--- config.mk ---
export PLATFORM = sky130hd
export DESIGN_NAME = cache_mem_arbiter
export DESIGN_NICKNAME = d
export VERILOG_FILES = /design/src/rtl/cache_mem_arbiter.sv
export SDC_FILE = /design/constraint.sdc
export NUM_CORES = 1
export LEC_CHECK = 0
export CELL_PAD_IN_SITES_DETAIL_PLACEMENT = 0
export CELL_PAD_IN_SITES_GLOBAL_PLACEMENT = 2
export CORE_MARGIN = 8
export CORE_UTILIZATION = 19
export CTS_BUF_LIST = sky130_fd_sc_hd__clkbuf_4
export CTS_CLUSTER_SIZE = 10
export DETAILED_ROUTE_END_ITERATION = 7
export GPL_TIMING_DRIVEN = 0
export PLACE_DENSITY_LB_ADDON = 0.1
export SYNTH_ARGS = -nofsm -noshare
export SYNTH_HDL_FRONTEND = slang
export SYNTH_SLANG_ARGS = --single-unit
--- constraint.sdc ---
create_clock -name clk_i -period 1.7 [get_ports clk_i]
set_input_delay 0.51 -clock clk_i [delete_from_list [all_inputs] [get_ports clk_i]]
set_output_delay 0.51 -clock clk_i [all_outputs]
set_load 0.1 [all_outputs]
--- src/rtl/cache_mem_arbiter.sv ---
// Shares one main-memory port between the icache (read-only) and dcache (read/write).
// Define DCACHE_PRIORITY_EN for fixed dcache priority; default build is round-robin.
module cache_mem_arbiter #(
    parameter int unsigned WIDTH       = 32,
    parameter int unsigned MEM_LATENCY = 2
) (
    input  logic             clk_i,
    input  logic             rst_i,
    input  logic             ic_req_i,
    input  logic [WIDTH-1:0] ic_addr_i,
    output logic             ic_done_o,
    input  logic             dc_req_i,
    input  logic             dc_we_i,
    input  logic [WIDTH-1:0] dc_addr_i,
    input  logic [WIDTH-1:0] dc_wdata_i,
    output logic             dc_done_o,
    output logic [WIDTH-1:0] rdata_o,
    output logic             busy_o,
    output logic [WIDTH-1:0] mem_address_o,
    output logic [WIDTH-1:0] mem_write_data_o,
    output logic             mem_write_enable_o,
    input  logic [WIDTH-1:0] mem_incoming_data_i
);

    localparam logic [3:0] CntInit = 4'(MEM_LATENCY - 1);

    typedef enum logic [1:0] {StIdle, StAccess, StDone} state_e;

    state_e             state_q, state_d;
    logic [3:0]         cnt_q;
    logic               owner_dc_q;
    logic               we_q;
    logic [WIDTH-1:0]   addr_q;
    logic [WIDTH-1:0]   wdata_q;
    logic [WIDTH-1:0]   rdata_q;
    logic               grant_any;
    logic               grant_dc;

`ifdef DCACHE_PRIORITY_EN
    always_comb begin
        grant_any = ic_req_i | dc_req_i;
        grant_dc  = dc_req_i;
    end
`else
    logic last_grant_dc_q;

    // On a tie the requester that was not served last wins.
    always_comb begin
        grant_any = ic_req_i | dc_req_i;
        if (ic_req_i && dc_req_i) begin
            grant_dc = ~last_grant_dc_q;
        end else begin
            grant_dc = dc_req_i;
        end
    end

    always_ff @(posedge clk_i) begin
        if (rst_i) begin
            last_grant_dc_q <= 1'b0;
        end else if (state_q == StIdle && grant_any) begin
            last_grant_dc_q <= grant_dc;
        end
    end
`endif

    always_ff @(posedge clk_i) begin
        if (rst_i) begin
            state_q <= StIdle;
        end else begin
            state_q <= state_d;
        end
    end

    always_comb begin
        state_d = state_q;
        unique case (state_q)
            StIdle:   if (grant_any) state_d = StAccess;
            StAccess: if (cnt_q == 4'd0) state_d = StDone;
            StDone:   state_d = StIdle;
            default:  state_d = StIdle;
        endcase
    end

    always_comb begin
        busy_o             = (state_q != StIdle);
        ic_done_o          = (state_q == StDone) && !owner_dc_q;
        dc_done_o          = (state_q == StDone) && owner_dc_q;
        mem_write_enable_o = (state_q == StAccess) && we_q;
        mem_address_o      = addr_q;
        mem_write_data_o   = wdata_q;
        rdata_o            = rdata_q;
    end

    // Access registers are frozen at grant so requester input changes cannot disturb memory.
    always_ff @(posedge clk_i) begin
        if (rst_i) begin
            cnt_q      <= 4'd0;
            owner_dc_q <= 1'b0;
            we_q       <= 1'b0;
            addr_q     <= '0;
            wdata_q    <= '0;
            rdata_q    <= '0;
        end else begin
            case (state_q)
                StIdle: begin
                    if (grant_any) begin
                        owner_dc_q <= grant_dc;
                        addr_q     <= grant_dc ? dc_addr_i : ic_addr_i;
                        we_q       <= grant_dc & dc_we_i;
                        cnt_q      <= CntInit;
                        if (grant_dc && dc_we_i) begin
                            wdata_q <= dc_wdata_i;
                        end
                    end
                end
                StAccess: begin
                    if (cnt_q != 4'd0) begin
                        cnt_q <= cnt_q - 4'd1;
                    end else if (!we_q) begin
                        rdata_q <= mem_incoming_data_i;
                    end
                end
                default: ;
            endcase
        end
    end

endmodule

**After elaboration in Yosys (flattened, before gate mapping)**

Cells that the tools add are included.

- $add $sub $neg: 1
- Eq/ne operators: 5
- Muxes and demuxes: 8
- Bitwise operators: 5
- Reduce and logical (&&, ||, !) cells: 17

Operator list:

| kind | number |
|---|---|
| 32-bit two-way mux | 1 |
| 3-bit AND reduction | 3 |
| 4-bit two-way mux | 2 |
| 4-bit case mux with 2 select lines | 1 |
| 1-bit logical AND | 6 |
| 4-bit zero test | 1 |
| 2-bit two-way mux | 2 |
| 2-bit != test, second input constant | 2 |
| 2-bit case mux with 2 select lines | 1 |
| 2-bit AND reduction | 2 |
| 2-bit nonzero test | 2 |
| 4-bit nonzero test | 1 |
| 4-bit by 1-bit subtractor with 4-bit output, second input constant | 1 |
| 1-bit NOT | 3 |
| 2-bit by 1-bit equality test with 1-bit output, second input constant | 1 |
| 2-bit equality test, second input constant | 1 |
| 2-bit zero test | 1 |
| 2-bit by 1-bit != test with 1-bit output, second input constant | 1 |
| 1-bit bitwise AND | 1 |
| 1-bit zero test | 1 |
| 1-bit two-way mux | 1 |
| 1-bit bitwise OR | 1 |

- Bits in registers: 105
- Bits of input ports: 133
- Output and inout port bits: 100
- Logic and storage cells: 44

**Depth between registers and ports, before layout**

Gate-level depths: netlist (run 1).

- Depth in word-level cells: 4
- Gate-level depth with buffers: 7
- Mapped depth without buffers: 5

**Worst setup path before layout (run 1)**

Ideal clock, no wire load.

- Path type: flip-flop to output port
- Start point: register state_q[1]
- End point: output ic_done_o
- Arrival time: 2716 ps
- Data required time: 1190 ps
- Setup slack: -1526 ps
- Cell stages (with the launch flop): 2
- Path buffers: 0
- Cell sequence: dfxtp_1 -> nor3b_1

- Cells in the longest elaborated chain, start to end: 2

Ends and longest elaborated chain:

| element | line | RTL |
|---|---|---|
| start: declaration | 29 | `state_e state_q, state_d;` |
| start signal: assignment | 68 | `state_q <= StIdle;` |
| start signal: assignment | 70 | `state_q <= state_d;` |
| 2-bit equality test | 86 | `ic_done_o = (state_q == StDone) && !owner_dc_q;` |
| 1-bit logical AND | 86 |  |
| end: declaration | 11 | `output logic ic_done_o,` |

Every way passes these cells.

**Worst setup path after layout (run 1)**

- Start point: register state_q[0]
- End point: output mem_write_enable_o

- Cells in the longest elaborated chain, start to end: 2

Ends and longest elaborated chain:

| element | line | RTL |
|---|---|---|
| 2-bit by 1-bit equality test with 1-bit output | 88 | `mem_write_enable_o = (state_q == StAccess) && we_q;` |
| 1-bit logical AND | 88 |  |
| end: declaration | 21 | `output logic mem_write_enable_o,` |

Every way passes these cells.

==> metrics.yaml, run 1 <==
clocking:
  cts.sink_count: 104
  h-tree-depth: 3
  clock_latency_ns: 0.47
  cts_tree: "done"
  cts_root_buffer: "clkbuf_4"
  hold_buffers: 0
  cts_buffer_depth: 2
  cts_made_buffers: 9
  clkTransAtPathRegs_ns: 0.16
sta:
  fin_skew_ns: 0.01833
  worst_pin_slew_ns: 0.7602
  setup_ws_ns: -0.1537
  finalSetupViolations: 4
  fmax_mhz: 539.5
  drv_slew: 0
  min_period_over_period: 1.090
  hold_viol: 0
  setup-tns-final_ns: -0.5082
  relSlewSlack: 0.4932
  rsz0062_at_grt: "true"
  fin_crit_ns: 1.854
power_and_ir_drop:
  switching_share: 0.4198
  max-vdd-ir-drop_mv: 0.4801
  switchingPower_mw: 3.224
  pwr-share-seq: 0.366
  p_comb_frac: 0.428
  p_int_mw: 4.456
  clock_power_share: 0.206
  power_density_nw_per_um2: 1041
  leakagePower_nw: 2.871
yosys:
  syn_inst: 449
  async_reset_ff_frac: 0
  synth_top_area_share: 0.5027
  syn_area_um2: 4141
  synthTopCellsByArea: "dfxtp_1 (50%), a21oi_1 (8.3%), o21ai_0 (8.0%), mux2i_1 (7.7%), nand3_1 (7.7%)"
  yosysSeqAreaShare: 0.5027
  postSynthAreaPerCell_um2: 9.224
  yosysWarnings: 0
  synth_flop_cell: "dfxtp_1"
  ys_ff_latch: 104
  synth-edff-count: 0
  synth_top_cell_by_area: "dfxtp_1"
  synth.most_common_cell: "dfxtp_1"
  syn_nets: 584
  ys_top_cells_by_count: "dfxtp_1 (104), a21oi_1 (69), o21ai_0 (66)"
  yosysUniqueCellTypes: 34
routing:
  routed_wl_mm: 17.20
  dr.pass1.iters: 4
  ant_nets: 0
  drcViolationCount: 0
  avgRoutedWirePerCell_um: 17.41
  viasPerCell: 4.407
  drt_iter0_drc: 192
  dr_total_vias: 4354
floorplanning:
  rows: 54
  core_um2: 21620
  io_pins: 233
  die_y_um: 163.6
  initial_utilization: 0.1916
  die_area_um2: 26780
  die_x_um: 163.6
global_routing:
  grt-ovfl-total: 0
  grt_max_degree: 16
  grt_pass1_wl_mm: 26.17
  grt_util_all_layers: 0.1248
  antenna_found_initial: 1
  grt_pass1_vias: 4445
final_layout:
  area_delta_synth_final_pct: 78.16
  drive_above_1_share: 0.2582
  fin_area_um2: 7378
  fin_util: 0.3413
  nets: 837
setup_path:
  worst_setup_path_start_kind: "flip-flop"
  critPathBufInv: 1
  r2r_cells: 6
  crit_path_end_kind: "output port"
  r2r-end: "mem_write_data_o[17]"
  cpLargestDelayFamily: "flip-flops"
  critPathMaxFanout: 5
  cp_cell_sequence: "nor2b_4, and2_4, buf_12"
  crit_path_max_incr_delay_ns: 0.41
  critPathKind: "reg -> out"
  critPathArrivalTime_ns: 1.34
  r2r_start: "state_q[0]"
  cp_slowest_cell: "dfxtp_4"
  ff2ff_setup_slack_ns: 0.06
  critPathRequiredTime_ns: 1.19
hold_path:
  holdPathStages: 1
  hold_path_class: "reg -> reg"
  min_from: "mem_address_o[20]"
  holdPathEnd: "mem_address_o[20]"
placement:
  gp_congestion: 0.7262
  placed_area_um2: 6818
  dp_hpwl_mm: 13.24
  numPortBuffers: 231
  pre_cts_slack_ns: -0.9302
run:
  drv_cap: 0
status:
  status: "finished with violations"
  violations: "setup timing"
## timing repair
action,4_1_cts,5_1_grt
pin swaps,2,1
gates cloned,0,0
endpoints found under the setup margin,175,131
setup buffers,5,8
resized for setup,702,100
## worst max path at each step
stage / startpoint / end / cells past startpoint
after floorplan: state_q[1] / ic_done_o / 1
after global placement: state_q[0] / mem_write_enable_o / 3
after detailed placement: dc_req_i / mem_address_o[12] / 5
after CTS: state_q[0] / mem_write_enable_o / 3
after global routing: state_q[0] / mem_write_enable_o / 3
final: state_q[0] / mem_write_enable_o / 3
## power by group through the flow
stage	Sequential, mW	Clock [mW]	Combinational (mW)
2_1_floorplan	4.20	0	0.698
3_3_place_gp	2.82	0	3.07
3_5_place_dp	2.83	0	3.08
4_1_cts	2.80	1.68	3.18
5_1_grt	2.84	1.75	3.46
6_report	2.81	1.58	3.29
## per-stage QoR
| stage | total power [mW] | hold WS, ns | instances |
|---|---|---|---|
| floorplan | 4.895 | 0.4657 | 449 |
| global placement | 5.894 | 0.4436 | 960 |
| detailed placement | 5.906 | 0.4475 | 960 |
| CTS | 7.663 | 0.4828 | 977 |
| global route | 8.051 | 0.4909 | 988 |
| finish | 7.679 | 0.4797 | 988 |
## cells in the final DEF (no fill, tap or decap), drive strengths merged, types with 2 or more instances in the layout
cell type	instances
clkbuf	33
nor3	3
clkdlybuf4s50	131
buf	132
bufinv	3
or4	2
nor2	3
nand3	64
mux2i	32
a21o	2
diode	3
ha	2
dfxtp	104
nor3b	4
o2bb2ai	32
or3	3
or3b	3
a21oi	69
inv	4
o21ai	67
## flip-flops by register name, summed over array words and instances, names as in the netlist
signal	cells
mem_address_o	32
state_q	2
we_q	1
last_grant_dc_q	1
mem_write_data_o	32
cnt_q	4
rdata_o	32
## metal layers
metal	global-route usage	routed length, um	part of all wire
met5	0	0	0
met4	0.03223	159	0.0092
met3	0.04688	1335	0.078
met2	0.2059	8317	0.48
met1	0.1501	7387	0.43
## kinds of logic after synthesis
logic type               after synthesis  synth area share
adder cells (fa/ha/maj)                2          0.006041
AND/OR/NAND/NOR                       88            0.1199
flip-flops                           104            0.5027
AO/OA/AOI/OAI                        175            0.2456
buffers and inverters                 48           0.04834
multiplexers                          32           0.07734
## cell type report
type	instances	area [um2]
clock inverter	4	95.09
fill	2264	14240
timing repair buffer	244	2566
antenna	3	7.507
inverter	4	15.01
multi-input combinational	297	1916
tap	280	350.3
sequential	104	2095
clock buffer	10	75.07
buffer	42	259.0
Note: power is estimated with default switching activity, not from simulation.
==> run 2: changes to the inputs <==
--- a/config.mk
+++ b/config.mk
@@ -7,7 +7,7 @@
 export LEC_CHECK = 0
 export CELL_PAD_IN_SITES_DETAIL_PLACEMENT = 0
 export CELL_PAD_IN_SITES_GLOBAL_PLACEMENT = 2
-export CORE_MARGIN = 8
+export CORE_MARGIN = 2
 export CORE_UTILIZATION = 19
 export CTS_BUF_LIST = sky130_fd_sc_hd__clkbuf_4
 export CTS_CLUSTER_SIZE = 10
==> run 2 against run 1 <==
Compared with the run above:
- the run still ends with setup timing left
- hold slack worse by 0.0017 ns
- critical endpoint unchanged
- non-clock buffer count down 5
- critical path type unchanged
- flip-flop and latch count unchanged
==> metrics.yaml, run 2 (synthesis results as in run 1) <==
status:
  status: "finished with violations"
  violations: "setup timing"
global_routing:
  grt_pass1_wl_mm: 23.47
  grt-ovfl-total: 0
  grt_pass1_vias: 4216
  antenna_found_initial: 1
  grt_util_all_layers: 0.1319
  grt_max_degree: 17
setup_path:
  cpLargestDelayFamily: "flip-flops"
  critPathRequiredTime_ns: 1.19
  r2r_cells: 6
  critPathArrivalTime_ns: 1.39
  ff2ff_setup_slack_ns: 0.08
  r2r_start: "cnt_q[0]"
  cp_slowest_cell: "dfxtp_4"
  critPathMaxFanout: 6
  crit_path_end_kind: "output port"
  crit_path_max_incr_delay_ns: 0.43
  cp_cell_sequence: "nor2b_4, and2_4, buf_12"
  r2r-end: "cnt_q[3]"
  critPathBufInv: 1
  worst_setup_path_start_kind: "flip-flop"
  critPathKind: "reg -> out"
clocking:
  cts_buffer_depth: 2
  cts_tree: "done"
  clock_latency_ns: 0.47
  clkTransAtPathRegs_ns: 0.16
  cts.sink_count: 104
  cts_root_buffer: "clkbuf_4"
  cts_made_buffers: 9
  h-tree-depth: 3
final_layout:
  stdcell_count: 983
  nets: 832
  area_delta_synth_final_pct: 76.59
  fillCellCount: 2266
  final_cell_mix: "clkdlybuf4s50_1 (131), dfxtp_1 (97), buf_6 (80)"
  final_common_cell: "clkdlybuf4s50_1"
  drive_above_1_share: 0.2596
sta:
  hold_slack_ns: 0.4780
  finalSetupViolations: 4
  rsz0062_at_grt: "true"
  fmax_mhz: 526.8
  fin_crit_ns: 1.898
  worst_pin_slew_ns: 0.6345
  fin_skew_ns: 0.02310
  setup_ws_ns: -0.1984
  min_period_over_period: 1.117
  drv_slew: 0
  hold_viol: 0
  relSlewSlack: 0.5770
hold_path:
  holdPathEnd: "mem_address_o[1]"
  min_from: "mem_address_o[1]"
  hold_path_class: "reg -> reg"
  holdPathStages: 1
placement:
  numPortBuffers: 231
  gp_congestion: 0.7318
  placed_cells: 960
  dp_hpwl_mm: 11.90
routing:
  viasPerCell: 4.444
  avgRoutedWirePerCell_um: 16.19
  ant_nets: 0
  dr_total_vias: 4368
  drt_iter0_drc: 145
  routed_wl_mm: 15.92
  dr.pass1.iters: 4
  drcViolationCount: 0
power_and_ir_drop:
  max-vdd-ir-drop_mv: 0.3581
  power_density_nw_per_um2: 1010
  leakagePower_nw: 2.822
  total_power_mw: 7.383
floorplanning:
  core_um2: 21620
  rows: 54
  die_y_um: 151.6
  die_x_um: 151.6
  io_pins: 233
  die_area_um2: 22990
  initial_utilization: 0.1916
run:
  drv_cap: 0
run 2: per-stage QoR:
step                worst slack, ns  utilization  setup TNS [ns]  cell area [um2]
floorplan                   -0.1798            -         -0.1798             4155
detailed placement          -0.8967       0.3153          -82.01             6818
global placement            -0.8843       0.3153          -79.87             6818
CTS                         -0.2509       0.3297         -0.7742             7129
global route                -0.2947       0.3383         -0.9599             7313
finish                      -0.1984       0.3383         -0.5588             7313
run 2: worst max-delay path by stage:
stage	startpoint	to	slack, ns	cells after the start
global placement	state_q[0]	mem_write_enable_o	-0.88	3
floorplan	state_q[1]	ic_done_o	-0.18	1
detailed placement	dc_req_i	mem_address_o[31]	-0.90	5
CTS	state_q[0]	mem_write_enable_o	-0.25	3
finish	state_q[0]	mem_write_enable_o	-0.20	3
global route	state_q[0]	mem_write_enable_o	-0.29	3
run 2: power breakdown:
| part | internal [mW] | switching [mW] | leakage [nW] |
|---|---|---|---|
| clock network | 0.458 | 0.864 | 0.0685 |
| registers | 2.65 | 0.164 | 0.854 |
| logic | 1.03 | 2.21 | 1.90 |
run 2: cell type report:
type | instances | area, um2 | share of cell area
tap | 280 | 350.3 | 0.04790
multi-input combinational | 297 | 1927 | 0.2635
antenna | 2 | 5.005 | 0.0006843
clock inverter | 5 | 58.81 | 0.008041
inverter | 4 | 15.01 | 0.002053
clock buffer | 10 | 75.07 | 0.01027
sequential | 104 | 2096 | 0.2866
timing repair buffer | 239 | 2544 | 0.3478
buffer | 42 | 242.7 | 0.03319
run 2: routing by layer:
| layer | share of wire | global-route usage | vias to the layer above |
|---|---|---|---|
| li1 | - | - | 2138 |
| met1 | 0.42 | 0.1652 | 2081 |
| met2 | 0.49 | 0.2158 | 139 |
| met3 | 0.079 | 0.04551 | 10 |
| met4 | 0.011 | 0.03611 | 0 |
| met5 | 0 | 0 | - |
run 2: what timing repair did:
item	CTS	global route
pin swaps	2	0
resized for setup	715	82
hold buffers	0	0
buffers inserted	7	1
setup endpoints to repair	169	123
gates cloned	0	0
==> run 3: changes to the inputs <==
--- a/config.mk
+++ b/config.mk
@@ -5,10 +5,11 @@
 export SDC_FILE = /design/constraint.sdc
 export NUM_CORES = 1
 export LEC_CHECK = 0
+export ABC_AREA = 1
 export CELL_PAD_IN_SITES_DETAIL_PLACEMENT = 0
 export CELL_PAD_IN_SITES_GLOBAL_PLACEMENT = 2
 export CORE_MARGIN = 2
-export CORE_UTILIZATION = 19
+export CORE_UTILIZATION = 18
 export CTS_BUF_LIST = sky130_fd_sc_hd__clkbuf_4
 export CTS_CLUSTER_SIZE = 10
 export DETAILED_ROUTE_END_ITERATION = 7
==> run 3 against run 2 <==
Compared with the run above:
- the run still ends with setup timing left
- cell area increased by 2.9%
- highest routed layer unchanged
- global-route usage about the same
- largest cell class unchanged
- synthesized cell count increased by 15%
- clock skew decreased by 0.0029 ns
- area after synthesis decreased by 2.0%
==> metrics.yaml, run 3 <==
status:
  status: "finished with violations"
  violations: "setup timing"
yosys:
  yosysUniqueCellTypes: 22
  synth_flop_cell: "dfxtp_1"
  ys_ff_latch: 104
  syn_nets: 651
  postSynthAreaPerCell_um2: 7.866
  syn_inst: 516
  yosysSeqAreaShare: 0.5129
  synthTopCellsByArea: "dfxtp_1 (51%), nor2_1 (9.3%), nand2_1 (6.9%), o21bai_1 (5.9%), nand4_1 (4.9%)"
  ys_top_cells_by_count: "dfxtp_1 (104), nor2_1 (101), nand2_1 (75)"
  synth_top_area_share: 0.5129
  yosysWarnings: 0
  synth-edff-count: 0
  syn_area_um2: 4059
  async_reset_ff_frac: 0
  synth_top_cell_by_area: "dfxtp_1"
  synth.most_common_cell: "dfxtp_1"
setup_path:
  r2r_cells: 8
  critPathBufInv: 3
  crit_path_max_incr_delay_ns: 0.40
  worst_setup_path_start_kind: "flip-flop"
  cp_slowest_cell: "dfxtp_4"
  critPathMaxFanout: 2
  cp_cell_sequence: "nor2_4, buf_8, clkinvlp_4, buf_12"
  critPathArrivalTime_ns: 1.36
  cpLargestDelayFamily: "flip-flops"
  crit_path_end_kind: "output port"
  crit_start: "state_q[1]"
  critPathRequiredTime_ns: 1.19
  r2r-end: "mem_address_o[19]"
  crit_path_end: "busy_o"
  critPathKind: "reg -> out"
  r2r_start: "state_q[1]"
  cp.depth: 4
  ff2ff_setup_slack_ns: 0.12
sta:
  hold_viol: 0
  fin_crit_ns: 1.873
  drv_slew: 0
  hold_slack_ns: 0.3652
  setup_ws_ns: -0.1732
  fin_skew_ns: 0.02020
  min_period_over_period: 1.102
  finalSetupViolations: 4
  worst_pin_slew_ns: 0.5194
  rsz0062_at_grt: "true"
  setup-tns-final_ns: -0.5456
  fmax_mhz: 533.9
  relSlewSlack: 0.6537
clocking:
  cts_tree: "done"
  cts_root_buffer: "clkbuf_4"
  cts_buffer_depth: 2
  h-tree-depth: 3
  clkTransAtPathRegs_ns: 0.17
  cts.sink_count: 104
  clock_latency_ns: 0.48
  hold_buffers: 0
  cts_made_buffers: 9
global_routing:
  grt_pass1_vias: 4446
  grt_max_degree: 17
  grt_pass1_wl_mm: 24.54
  grt_util_all_layers: 0.1323
  antenna_found_initial: 1
  grt-ovfl-total: 0
power_and_ir_drop:
  max-vdd-ir-drop_mv: 0.3520
  power_density_nw_per_um2: 1199
  total_power_mw: 9.022
  leakagePower_nw: 2.887
final_layout:
  area_delta_synth_final_pct: 85.39
  fillCellCount: 2263
  final_cell_mix: "clkdlybuf4s50_1 (131), nor2_1 (100), nand2_1 (73)"
  nets: 896
  fin_area_um2: 7525
  fin_util: 0.3427
  final_common_cell: "clkdlybuf4s50_1"
  drive_above_1_share: 0.2755
  stdcell_count: 1047
routing:
  dr.pass1.iters: 4
  ant_nets: 0
  routed_wl_mm: 15.88
  avgRoutedWirePerCell_um: 15.17
  dr_total_vias: 4342
  drt_iter0_drc: 201
  viasPerCell: 4.147
  drcViolationCount: 0
placement:
  placed_area_um2: 6765
  pre_cts_slack_ns: -0.8687
  gp_congestion: 0.7330
  numPortBuffers: 231
  placed_cells: 1027
  dp_hpwl_mm: 11.79
floorplanning:
  core_um2: 21960
  rows: 54
  io_pins: 233
  die_y_um: 154.2
  die_x_um: 154.2
  die_area_um2: 23770
  initial_utilization: 0.1848
run:
  drv_cap: 0
hold_path:
  hold_path_class: "in -> reg"
run 3: changes by cell type after synthesis, sizes merged, moves of 14 or more:
cell     previous run  this run
a21oi              69        35
buf                10        24
clkbuf             34        15
mux2i              32         0
nand2               1        76
nand3              64         6
nand4               0        32
nor2                3       103
o21bai              0        32
o2bb2ai            32         0
run 3: worst min-delay path, delay by kind of cell:
kind | cells | cell delay (ns)
buf+inv | 1 | 0.14
compound gates | 1 | 0.06
simple gates | 1 | 0.10
run 3: metal layers:
| metal | track usage | part of all wire |
|---|---|---|
| met3 | 0.04989 | 0.069 |
| met5 | 0 | 0 |
| met4 | 0.03872 | 0.012 |
| met2 | 0.2234 | 0.50 |
| met1 | 0.1565 | 0.42 |
run 3: final cells by class:
cell class | count | area (um2) | share of cell area
diodes | 1 | 2.502 | 0.0003326
plain buffers | 39 | 230.2 | 0.03060
clock buffers | 11 | 82.58 | 0.01097
clock inverters | 5 | 105.1 | 0.01397
inverters | 15 | 67.56 | 0.008979
multi-input cells | 358 | 1765 | 0.2346
flip-flops and latches | 104 | 2147 | 0.2853
well taps | 280 | 350.3 | 0.04656
repair buffers | 234 | 2774 | 0.3686
run 3: how the worst min path moves through the flow:
stage	cells after the start	slack [ns]	start	endpoint
4_1_cts	3	0.31	dc_we_i	mem_write_data_o[25]
2_1_floorplan	2	0.46	cnt_q[1]	cnt_q[1]
3_3_place_gp	2	0.44	mem_address_o[1]	mem_address_o[1]
3_5_place_dp	2	0.45	mem_address_o[26]	mem_address_o[26]
5_1_grt	3	0.30	dc_we_i	mem_write_data_o[25]
6_report	3	0.37	dc_we_i	mem_write_data_o[25]
run 3: timing repair:
item	CTS	global route
resized for setup	703	152
setup buffers	2	1
pin swaps	3	1
endpoints found under the setup margin	130	118
run 3: where the power goes:
| group | switching (mW) | leakage, nW | internal (mW) |
|---|---|---|---|
| registers | 0.263 | 0.872 | 2.78 |
| clock network | 0.897 | 0.0933 | 0.778 |
| logic | 2.95 | 1.92 | 1.35 |
| total | 4.11 | 2.89 | 4.91 |
run 3: logic make-up (layout without fill, tap and decap cells):
kind of cell	Yosys count	count (layout)	synth area share
adders and majority gates	2	2	0.006164
other	0	1	0
buffers and inverters	54	304	0.06072
AOI/OAI and AO/OA	135	135	0.1874
DFF	104	104	0.5129
and+or+nand+nor	221	221	0.2327
